===== config.mk =====
export PLATFORM = sky130hd
export DESIGN_NAME = alu_sequencer
export DESIGN_NICKNAME = d
export VERILOG_FILES = /design/src/rtl/alu_sequencer_pkg.sv /design/src/rtl/alu_sequencer.sv
export SDC_FILE = /design/constraint.sdc
export NUM_CORES = 1
export LEC_CHECK = 0
export ABC_CLOCK_PERIOD_IN_PS = 1800
export CAP_MARGIN = 20
export CORE_UTILIZATION = 38
export CTS_CLUSTER_SIZE = 25
export DETAILED_ROUTE_END_ITERATION = 12
export PLACE_DENSITY = 0.8
export SYNTH_ARGS = -nofsm -noshare
export SYNTH_HDL_FRONTEND = slang
export SYNTH_SLANG_ARGS = --single-unit

===== constraint.sdc =====
create_clock -name clk -period 1.8 [get_ports clk]
set_input_delay 0.18 -clock clk [delete_from_list [all_inputs] [get_ports clk]]
set_output_delay 0.18 -clock clk [all_outputs]
set_load 0.005 [all_outputs]

===== src/rtl/alu_sequencer_pkg.sv =====
// Shared ALU widths and opcode encodings for the ALU front end and its
// neighbours at the execute level.
package alu_sequencer_pkg;

    localparam int aluwidth = 16;
    localparam int opsize   = 3;
    localparam int numflags = 4;

    localparam logic [opsize-1:0] OP_ADD = 3'd0;
    localparam logic [opsize-1:0] OP_SUB = 3'd1;
    localparam logic [opsize-1:0] OP_AND = 3'd2;
    localparam logic [opsize-1:0] OP_OR  = 3'd3;
    localparam logic [opsize-1:0] OP_LS  = 3'd4;
    localparam logic [opsize-1:0] OP_RS  = 3'd5;

    // Shifts are the only opcodes that iterate the ALU more than once.
    function automatic logic is_shift(input logic [opsize-1:0] op);
        return (op == OP_LS) || (op == OP_RS);
    endfunction

endpackage


===== src/rtl/alu_sequencer.sv =====
// Request/response front end for the combinational ALU: holds one operation,
// iterates single-bit shifts, and returns the captured result and flags.
module alu_sequencer
    import alu_sequencer_pkg::*;
#(
    parameter int SHW  = 4,
    parameter int TAGW = 4
) (
    input  logic                clk,
    input  logic                reset,

    input  logic                req_valid,
    output logic                req_ready,
    input  logic [opsize-1:0]   req_op,
    input  logic [aluwidth-1:0] req_a,
    input  logic [aluwidth-1:0] req_b,
    input  logic [SHW-1:0]      req_shamt,
    input  logic [TAGW-1:0]     req_tag,

    output logic [opsize-1:0]   alu_opcode,
    output logic [aluwidth-1:0] alu_in1,
    output logic [aluwidth-1:0] alu_in2,
    input  logic [aluwidth-1:0] alu_out,
    input  logic [numflags-1:0] alu_flags,

    output logic                rsp_valid,
    input  logic                rsp_ready,
    output logic [aluwidth-1:0] rsp_result,
    output logic [numflags-1:0] rsp_flags,
    output logic [TAGW-1:0]     rsp_tag,
    output logic                busy
);

    typedef enum logic [1:0] {
        IDLE = 2'd0,
        EXEC = 2'd1,
        DONE = 2'd2
    } state_t;

    localparam logic [SHW-1:0] cnt_one = SHW'(1);

    state_t                state;
    logic [opsize-1:0]     op_r;
    logic [aluwidth-1:0]   acc;
    logic [aluwidth-1:0]   b_r;
    logic [TAGW-1:0]       tag_r;
    logic [SHW-1:0]        cnt;
    logic [numflags-1:0]   flags_r;

    // The ALU always sees registered operands, so its path is one ALU delay.
    assign alu_opcode = op_r;
    assign alu_in1    = acc;
    assign alu_in2    = b_r;

    assign rsp_result = acc;
    assign rsp_flags  = flags_r;
    assign rsp_tag    = tag_r;

    // NOTE: all state uses non-blocking assignments so every register samples
    // the same pre-edge values, including acc feeding back through the ALU.
    always_ff @(posedge clk) begin
        if (reset) begin
            state     <= IDLE;
            op_r      <= '0;
            acc       <= '0;
            b_r       <= '0;
            tag_r     <= '0;
            cnt       <= '0;
            flags_r   <= '0;
            req_ready <= 1'b1;
            rsp_valid <= 1'b0;
            busy      <= 1'b0;
        end else begin
            case (state)
                IDLE: begin
                    if (req_valid) begin
                        op_r      <= req_op;
                        acc       <= req_a;
                        b_r       <= req_b;
                        tag_r     <= req_tag;
                        // A zero shift count still performs one ALU pass.
                        if (is_shift(req_op) && (req_shamt != '0))
                            cnt <= req_shamt;
                        else
                            cnt <= cnt_one;
                        state     <= EXEC;
                        req_ready <= 1'b0;
                        busy      <= 1'b1;
                    end
                end

                EXEC: begin
                    acc     <= alu_out;
                    flags_r <= alu_flags;
                    cnt     <= cnt - cnt_one;
                    if (cnt == cnt_one) begin
                        state     <= DONE;
                        rsp_valid <= 1'b1;
                    end
                end

                DONE: begin
                    if (rsp_ready) begin
                        state     <= IDLE;
                        rsp_valid <= 1'b0;
                        req_ready <= 1'b1;
                        busy      <= 1'b0;
                    end
                end

                default: begin
                    state     <= IDLE;
                    rsp_valid <= 1'b0;
                    req_ready <= 1'b1;
                    busy      <= 1'b0;
                end
            endcase
        end
    end

endmodule


== Word level (Yosys, flattened, before mapping) ==
Cells that the tools add are included.
Cells by class
  $add $sub $neg: 1
  multipliers: 0
  div/mod/pow operators: 0
  order comparisons: 0
  equal/unequal tests: 8
  shift operators: 0
  muxes and demuxes: 17
  bitwise logic cells: 2
  reduce and logical (&&, ||, !) cells: 10
Operator list (count)
  16-bit one-hot mux with 2 select lines: 1
  16-bit 2-to-1 mux: 1
  1-bit one-hot mux with 3 select lines: 3
  3-bit AND reduction: 3
  4-bit 2-to-1 mux: 2
  4-bit one-hot mux with 2 select lines: 1
  3-bit equality test, second input constant: 2
  2-bit 2-to-1 mux: 3
  2-bit inequality test, second input constant: 3
  2-bit one-hot mux with 3 select lines: 1
  1-bit 2-to-1 mux: 5
  4-bit by 1-bit equality test with 1-bit output, second input constant: 1
  2-bit AND reduction: 2
  4-bit nonzero test: 1
  4-bit by 1-bit subtractor with 4-bit output, second input constant: 1
  2-bit by 1-bit equality test with 1-bit output, second input constant: 1
  2-bit equality test, second input constant: 1
  2-bit zero test: 1
  1-bit NOT: 2
  2-bit nonzero test: 1
  1-bit logical AND: 1
  1-bit logical OR: 1
Word-level totals
  register bits after elaboration: 52
  latch bits: 0
  memory bits (writable): 0
  bits in read-only memories: 0
  input bits: 67
  output and inout port bits: 62
  logic and storage cells: 48
  memories kept: 0

== Depth between registers and ports, before layout ==
Gate-level depths: netlist of the first run.
  depth in word-level cells: 6
  gate-level depth with buffers: 6
  gate-level depth less buffers: 5

== Worst setup path before layout of the first run ==
OpenSTA, ideal clock, no wires.
  path type: register to register
  start point: register state[1]
  end point: register cnt[0]
  arrival: 1.227 ns
  data required time: 1.671 ns
  setup slack: 0.444 ns
  cell stages (with the launch flop): 6
  buffers on the path: 2
  clock period less this slack: 1.356 ns
  cell sequence: dfxtp_1 buf_6 or3b_1 buf_2 nor4b_2 a2111oi_1
On the way
  longest elaborated chain between the ends: 3
Ends and longest elaborated chain
  start: declaration: RTL line alu_sequencer.sv:42  | state_t state;
  start signal: assignment: RTL line alu_sequencer.sv:63  | state <= IDLE;
  start signal: assignment: RTL line alu_sequencer.sv:86  | state <= EXEC;
  start signal: assignment: RTL line alu_sequencer.sv:97  | state <= DONE;
  2-bit by 1-bit equality test with 1-bit output / 2-bit zero test (equally long branches): RTL line alu_sequencer.sv:74  | case (state)
  2-bit nonzero test (no source line) / 2-bit inequality test (equally long branches)
  2-bit AND reduction (no source line)
  end signal: assignment: RTL line alu_sequencer.sv:83  | cnt <= req_shamt;
  end signal: assignment: RTL line alu_sequencer.sv:85  | cnt <= cnt_one;
  end signal: assignment: RTL line alu_sequencer.sv:95  | cnt <= cnt - cnt_one;
  end: declaration: RTL line alu_sequencer.sv:47  | logic [SHW-1:0] cnt;
Parallel ways exist; a longest one is shown, timed or not.
A chain may end at the register's enable or synchronous reset.

== Worst setup path after layout of the first run ==
  start point: register state[0]
  end point: register acc[15] (netlist: alu_in1[15])
On the way
  longest elaborated chain between the ends: 3
Ends and longest elaborated chain
  2-bit by 1-bit equality test with 1-bit output / 2-bit zero test (equally long branches): RTL line alu_sequencer.sv:74
  2-bit nonzero test (no source line) / 2-bit inequality test (equally long branches)
  2-bit AND reduction (no source line)
  end signal: assignment: RTL line alu_sequencer.sv:78  | acc <= req_a;
  end signal: assignment: RTL line alu_sequencer.sv:93  | acc <= alu_out;
  end: declaration: RTL line alu_sequencer.sv:44  | logic [aluwidth-1:0] acc;
Parallel ways exist; a longest one is shown, timed or not.

==> results.md, run 1 <==
* Status: completed
* Vias at approximately 2,300
* # diodes at 0
* Die area at roughly 6300 um2
* Grt ovf at 0
* Post-synth ARST share at 0%
* Reg2reg setup slack at 310 ps
* Worst Setup Start Kind: register
* Hold Crit Depth at 2
* Commonest cells post-synth: dfxtp_1, nand2_1, nor2_1
* First-pass GRT wire length at ~9900 um
* Dpl cells at about 450
* Leading area contributor after synthesis: dfxtp_1
* Synth top area cells: dfxtp_1, nand2_1, buf_4, a21oi_1, nor2_1
* Initial DRC count at 88
* Worst reg2reg path depth at 4
* Area grow syn2layout at 59.8%
* Total GRT Usage at between 10% and 20%
* Yosys warns at 0
* Hold Path Class: in2reg
* Register area share after synthesis at roughly 46%
* Num ports at roughly 130
* Port Buffers at 128
* Final period util at between 80% and 90%
* Reg area at around 1000 um2
* Vias in the first global route at around 2,200
* Crit end category: register
* # resized after CTS at 0
* Largest family of logic cells by synthesized area: compound AO/OA/AOI/OAI gates
* Non-filler cells, final at approximately 450
* Hold Buf Count CTS at 0
* Site Rows at 27
* # setup viols final at 0
* Leakage at 1.35 nW
* Cell-internal power at 2.16 mW
* GP Congestion at around 0.78
* Synth Area in XOR/XNOR at 0%
* Crit path DAT at about 1700 ps
* IR drop worst, VDD at 0.000511 V
* Worst relative slew slack at around two thirds
* CTS H-Tree Depth at 2
* Residual DRC count at 0
* Clock Power Share at between 20% and 30%
* Comb pwr share at 27.3%
* Mean post-synth cell area at ~8.4 um2
* Synth Flop Type: dfxtp_1
* Crit path max fanout at 16
* Height of the die at between 70 and 80 um
* Hold Fails Final Rpt at 0
* Core area at around 5600 um2
* Avg WL per Cell at about 14 um
* Critical path required time at 2010 ps
* CTS tree: built
* Initial antenna violation count at 0
* Final Max Tran Viols at 0
* Worst Hold End: alu_in2[4]$_SDFFE_PP0P_
* # clock sinks at 52
* Yosys top cell area share at a little under half
* ANT nets after route at 0
* Hold Path Origin: reset
* Mux contribution to synthesized area at around 2.2%
* Net Sw Frac at between 20 and 30%
* PD cells at between 800 and 900 nW/um2
* Root Buffer: clkbuf_8
* Synth Area in Compound Gates at between 20 and 25%
* Number of buffers created by CTS at 5
* Distinct cells, synth at 33
* Unrepaired setup endpoints after global routing: no
* #FFs+latches synth at 52
* Most numerous cell in the Yosys netlist: dfxtp_1
* Max cap viols at 0
* Largest net degree at the start of global routing at 27
* Synth Area in Adders at around 1.1%
* Nets at between 400 and 500
* Clk_skew at roughly 6.8 ps
* Mapped cell area at approximately 2300 um2
* Clock buffer depth at 2
* Die X at just under 80 um
* Skew-Pair Late Insertion Delay at 300 ps
* Dpl hpwl at 4570 um
* WS Path Type: reg2reg
* Starting Density at around 40%
* Syn Inst Count at 270
* Fillers at between 400 and 500
* Final min period at approximately 1500 ps
* FMAX at between 600 and 700 MHz
* Net Count, Synth at around 340
* Simple-gate share of the synthesized area at about a fifth
* NetSw at 740 uW
* DRT Pass-1 Iters at 4
* Share of layout cells above drive strength 1 at 6.04%
* Routed vias/inst at 5.05
* Setup bufs post-CTS at 0
* Clk slew on worst S/H paths at 90 ps
* Setup TNS at 0 ps
* Post-Route WL at between 6000 and 7000 um
* Slew @ Worst Pin at between 400 and 500 ps
* Multi-input logic area at a little under 1000 um2
* End of the worst register-to-register path: alu_in1[15]$_SDFFE_PP0P_
* Reg2reg start: state[0]$_SDFFE_PP0P_
* EDFF count, synth at 0
* Seq pwr share at between 40% and 50%
-- placed cells by master (no fill, tap or decap), drive strengths merged, types with 2 or more instances in the layout --
master / count
clkbuf: 6
clkinv: 2
nor2b: 3
nor3b: 2
o21ai: 2
dfxtp: 52
o22ai: 4
a21oi: 28
ha: 2
a211oi: 16
nand3: 3
nand2: 48
buf: 12
nor2: 36
clkdlybuf4s50: 127
inv: 4
nor3: 3
o2bb2ai: 12
a2111oi: 2
a31oi: 2
mux2i: 5
-- per-stage QoR --
step | setup slack [ps] | total power, mW | hold WS, ps | utilization [%] | cell area [um2]
detailed placement | 77.3 | 2.15 | 449 | 62.4 | 3520
CTS | 293 | 2.93 | 343 | 64.3 | 3630
global route | 149 | 3.06 | 360 | 64.3 | 3630
floorplan | 444 | 1.71 | 316 | - | 2270
global placement | 93.5 | 2.14 | 440 | 62.4 | 3520
finish | 306 | 2.90 | 342 | 64.3 | 3630
-- final cells by class --
type | instances | area share, %
multi-input combinational | 177 | 27.2
clock buffer | 6 | 2.00
tap | 72 | 2.48
sequential | 52 | 28.7
clock inverter | 2 | 0.966
inverter | 5 | 0.518
timing repair buffer | 139 | 38.2
-- power by group through the flow --
stage	clock network [mW]	registers (mW)	logic [mW]
after floorplan	0	1.35	0.359
after global placement	0	1.35	0.782
after detailed placement	0	1.36	0.794
after CTS	0.799	1.33	0.799
after global routing	0.845	1.35	0.869
final	0.776	1.33	0.792
-- routing by layer --
layer  routed length, um  GRT usage, %  up-vias  share of wire, %
li1                    -             -     1126                 -
met1                2590          23.0     1052                42
met2                2940          35.3      106                47
met3                 642          7.01        5                10
met4                  43          3.82        0              0.69
met5                   0             0        -                 0
-- cells by family (layout without fill, tap and decap cells) --
| family | Yosys count | count (layout) |
|---|---|---|
| flops | 52 | 52 |
| mux | 5 | 5 |
| simple gates | 101 | 101 |
| fa+ha+maj | 2 | 2 |
| compound gates | 69 | 69 |
| buf+inv | 41 | 152 |
-- state kept, by name, summed over array words and instances (netlist names) --
name and flops:
rsp_valid 1, rsp_flags 4, alu_in1 16, req_ready 1, cnt 4, busy 1
alu_in2 16, rsp_tag 4, alu_opcode 3, state 2
-- worst max path at each step --
| stage | start | to | depth (start not counted) |
|---|---|---|---|
| 6_report | state[0]$_SDFFE_PP0P_ | alu_in1[15]$_SDFFE_PP0P_ | 4 |
| 5_1_grt | state[0]$_SDFFE_PP0P_ | alu_in1[5]$_SDFFE_PP0P_ | 4 |
| 4_1_cts | state[0]$_SDFFE_PP0P_ | alu_in1[15]$_SDFFE_PP0P_ | 4 |
| 3_5_place_dp | req_valid | alu_in2[6]$_SDFFE_PP0P_ | 5 |
| 3_3_place_gp | req_valid | alu_in2[4]$_SDFFE_PP0P_ | 5 |
| 2_1_floorplan | state[1]$_SDFFE_PP0P_ | cnt[0]$_SDFFE_PP0P_ | 5 |
-- worst max-delay path: stages (launching register included) --
cell and delay [ps]:
dfxtp_1 390, buf_4 200, inv_1 370, o22ai_1 180
a211oi_1 260
(Power assumes the default switching activity.)
==> inputs of run 2 (changes only) <==
ABC_CLOCK_PERIOD_IN_PS = 1300   (was 1800)
CORE_UTILIZATION = 34   (was 38)
PLACE_DENSITY = 0.76   (was 0.8)
clock period = 1.3 ns   (was 1.8 ns; I/O delays follow)
==> run 2 against run 1 <==
Cell count grew 4.4%. Sequential cell count is the same. Sequential share of layout area is 1.2 points lower. Non-clock buffer count is 15 higher. Count of clock-buffer cells in the layout unchanged. Sequential power increased by 40%. Cell area rose by 9.4%. Utilization decreased by 2.2 points. Highest routed layer unchanged. Combinational power grew 53%. Register-to-register slack got worse by 280 ps.
==> results.md, run 2 (synthesized netlist as in run 1, its figures left out) <==
* Status: completed
* Area grow syn2layout at 74.8%
* Residual DRC count at 0
* Core area at between 6000 and 7000 um2
* Crit path max fanout at 5
* Height of the die at about 84 um
* Root Buffer: clkbuf_8
* Avg WL per Cell at roughly 15 um
* Port Buffers at approximately 130
* Hold Path Origin: reset
* Site Rows at 29
* Hold Buf Count CTS at 0
* Hold Fails Final Rpt at 0
* # diodes at 0
* Final period util at a little over nine tenths
* Crit end category: register
* Hold Path Class: in2reg
* Clk slew on worst S/H paths at approximately 90 ps
* Routed vias/inst at slightly below 5
* Skew-Pair Late Insertion Delay at ~300 ps
* Initial antenna violation count at 0
* Clk_skew at roughly 4.4 ps
* Die X at ~84 um
* Fillers at 550
* Largest net degree at the start of global routing at 53
* Initial DRC count at 93
* Grt ovf at 0
* Max cap viols at 0
* # setup viols final at 0
* WS Path Type: reg2reg
* Multi-input logic area at 1050 um2
* Leakage at about 2.0 nW
* PD cells at between 1000 and 1500 nW/um2
* Vias in the first global route at 2,167
* First-pass GRT wire length at roughly 11,000 um
* Vias at ~2,400
* IR drop worst, VDD at 0.000570 V
* CTS tree: built
* Critical path required time at around 1500 ps
* Worst Setup Start Kind: register
* Nets at 464
* Final Max Tran Viols at 0
* Number of buffers created by CTS at 5
* ANT nets after route at 0
* Crit path DAT at 1460 ps
* Worst relative slew slack at 75.5%
* Clock buffer depth at 2
* Share of layout cells above drive strength 1 at between 20% and 30%
* CTS H-Tree Depth at 2
* Num ports at 129
* Reg area at roughly 1100 um2
* Setup crit start: state[0]$_SDFFE_PP0P_
* Die area at around 7000 um2
* Non-filler cells, final at ~470
* GP Congestion at approximately 0.82
* # clock sinks at 52
* Dpl cells at ~460
* Dpl hpwl at about 4700 um
* Reg2reg start: state[0]$_SDFFE_PP0P_
* Tot Pwr at between 4 and 5 mW
* Starting Density at a little over a third
* Post-Route WL at just under 7000 um
* Final min period at around 1300 ps
* Total GRT Usage at a little under a fifth
* Most frequent cells in the layout: clkdlybuf4s50_1, nand2_1, dfxtp_2
* Commonest non-fill, non-tap cell in the layout: clkdlybuf4s50_1
* FMAX at between 700 and 800 MHz
* Slew @ Worst Pin at 365 ps
* DRT Pass-1 Iters at 4
==> run 2: cell types whose count changed in the layout (fill, tap and decap cells not counted), sizes merged <==
cell / change
dlygate4sd2: +11
dlymetal6s2s: +32
clkdlybuf4s50: -43
buf: +15
==> run 2: cell type report <==
cell class	count	area share [%]
Clock inverter	2	0.884
Clock buffer	6	1.83
Tap cell	77	2.43
Sequential cell	52	27.5
Inverter	5	0.473
Multi-Input combinational cell	177	26.6
Timing Repair Buffer	154	40.3
==> run 2: final timing paths <==
kind	cells after the start	slack, ps	end
worst max-delay path	3	20	cnt[0]$_SDFFE_PP0P_
worst min register to register	2	450	rsp_tag[0]$_SDFFE_PP0P_
worst min-delay path	3	250	alu_in2[14]$_SDFFE_PP0P_
worst max register to register	3	20	cnt[0]$_SDFFE_PP0P_
==> run 2: what timing repair did <==
action | in CTS | in global routing
endpoints found under the setup margin | 52 | 69
setup buffers | 1 | 8
pin swaps | 0 | 3
resized for setup | 32 | 68
==> run 2: routing by layer <==
metal,global-route usage [%],share of wire [%],vias up
met2,31.5,48,106
met3,7.22,8.9,10
met1,23.2,41,1083
li1,-,-,1153
met5,0,0,-
met4,3.70,1.3,0
==> run 2: worst max-delay path, cell delays in order (launching register included) <==
cell       delay [ps]
dfxtp_2           340
or3b_4            440
nor4b_4           300
a2111oi_2          80
==> run 2: report_power, final <==
group / internal, mW / switching [mW] / total (mW)
Combinational: 0.732 / 0.476 / 1.21
Sequential: 1.76 / 0.0948 / 1.86
Clock: 0.572 / 0.517 / 1.09
Total: 3.07 / 1.09 / 4.15
==> run 2: stage by stage <==
| stage | utilization, % | worst slack [ps] | hold slack (ps) | cell area [um2] | TNS (ps) |
|---|---|---|---|---|---|
| after floorplan | - | -29.2 | 266 | 2270 | -152 |
| after global placement | 56.3 | -329 | 442 | 3590 | -11390 |
| after detailed placement | 56.3 | -340 | 448 | 3590 | -11530 |
| after CTS | 58.3 | 0.460 | 256 | 3720 | 0 |
| after global routing | 62.1 | -30.7 | 272 | 3970 | -122 |
| final | 62.1 | 22.8 | 254 | 3970 | 0 |
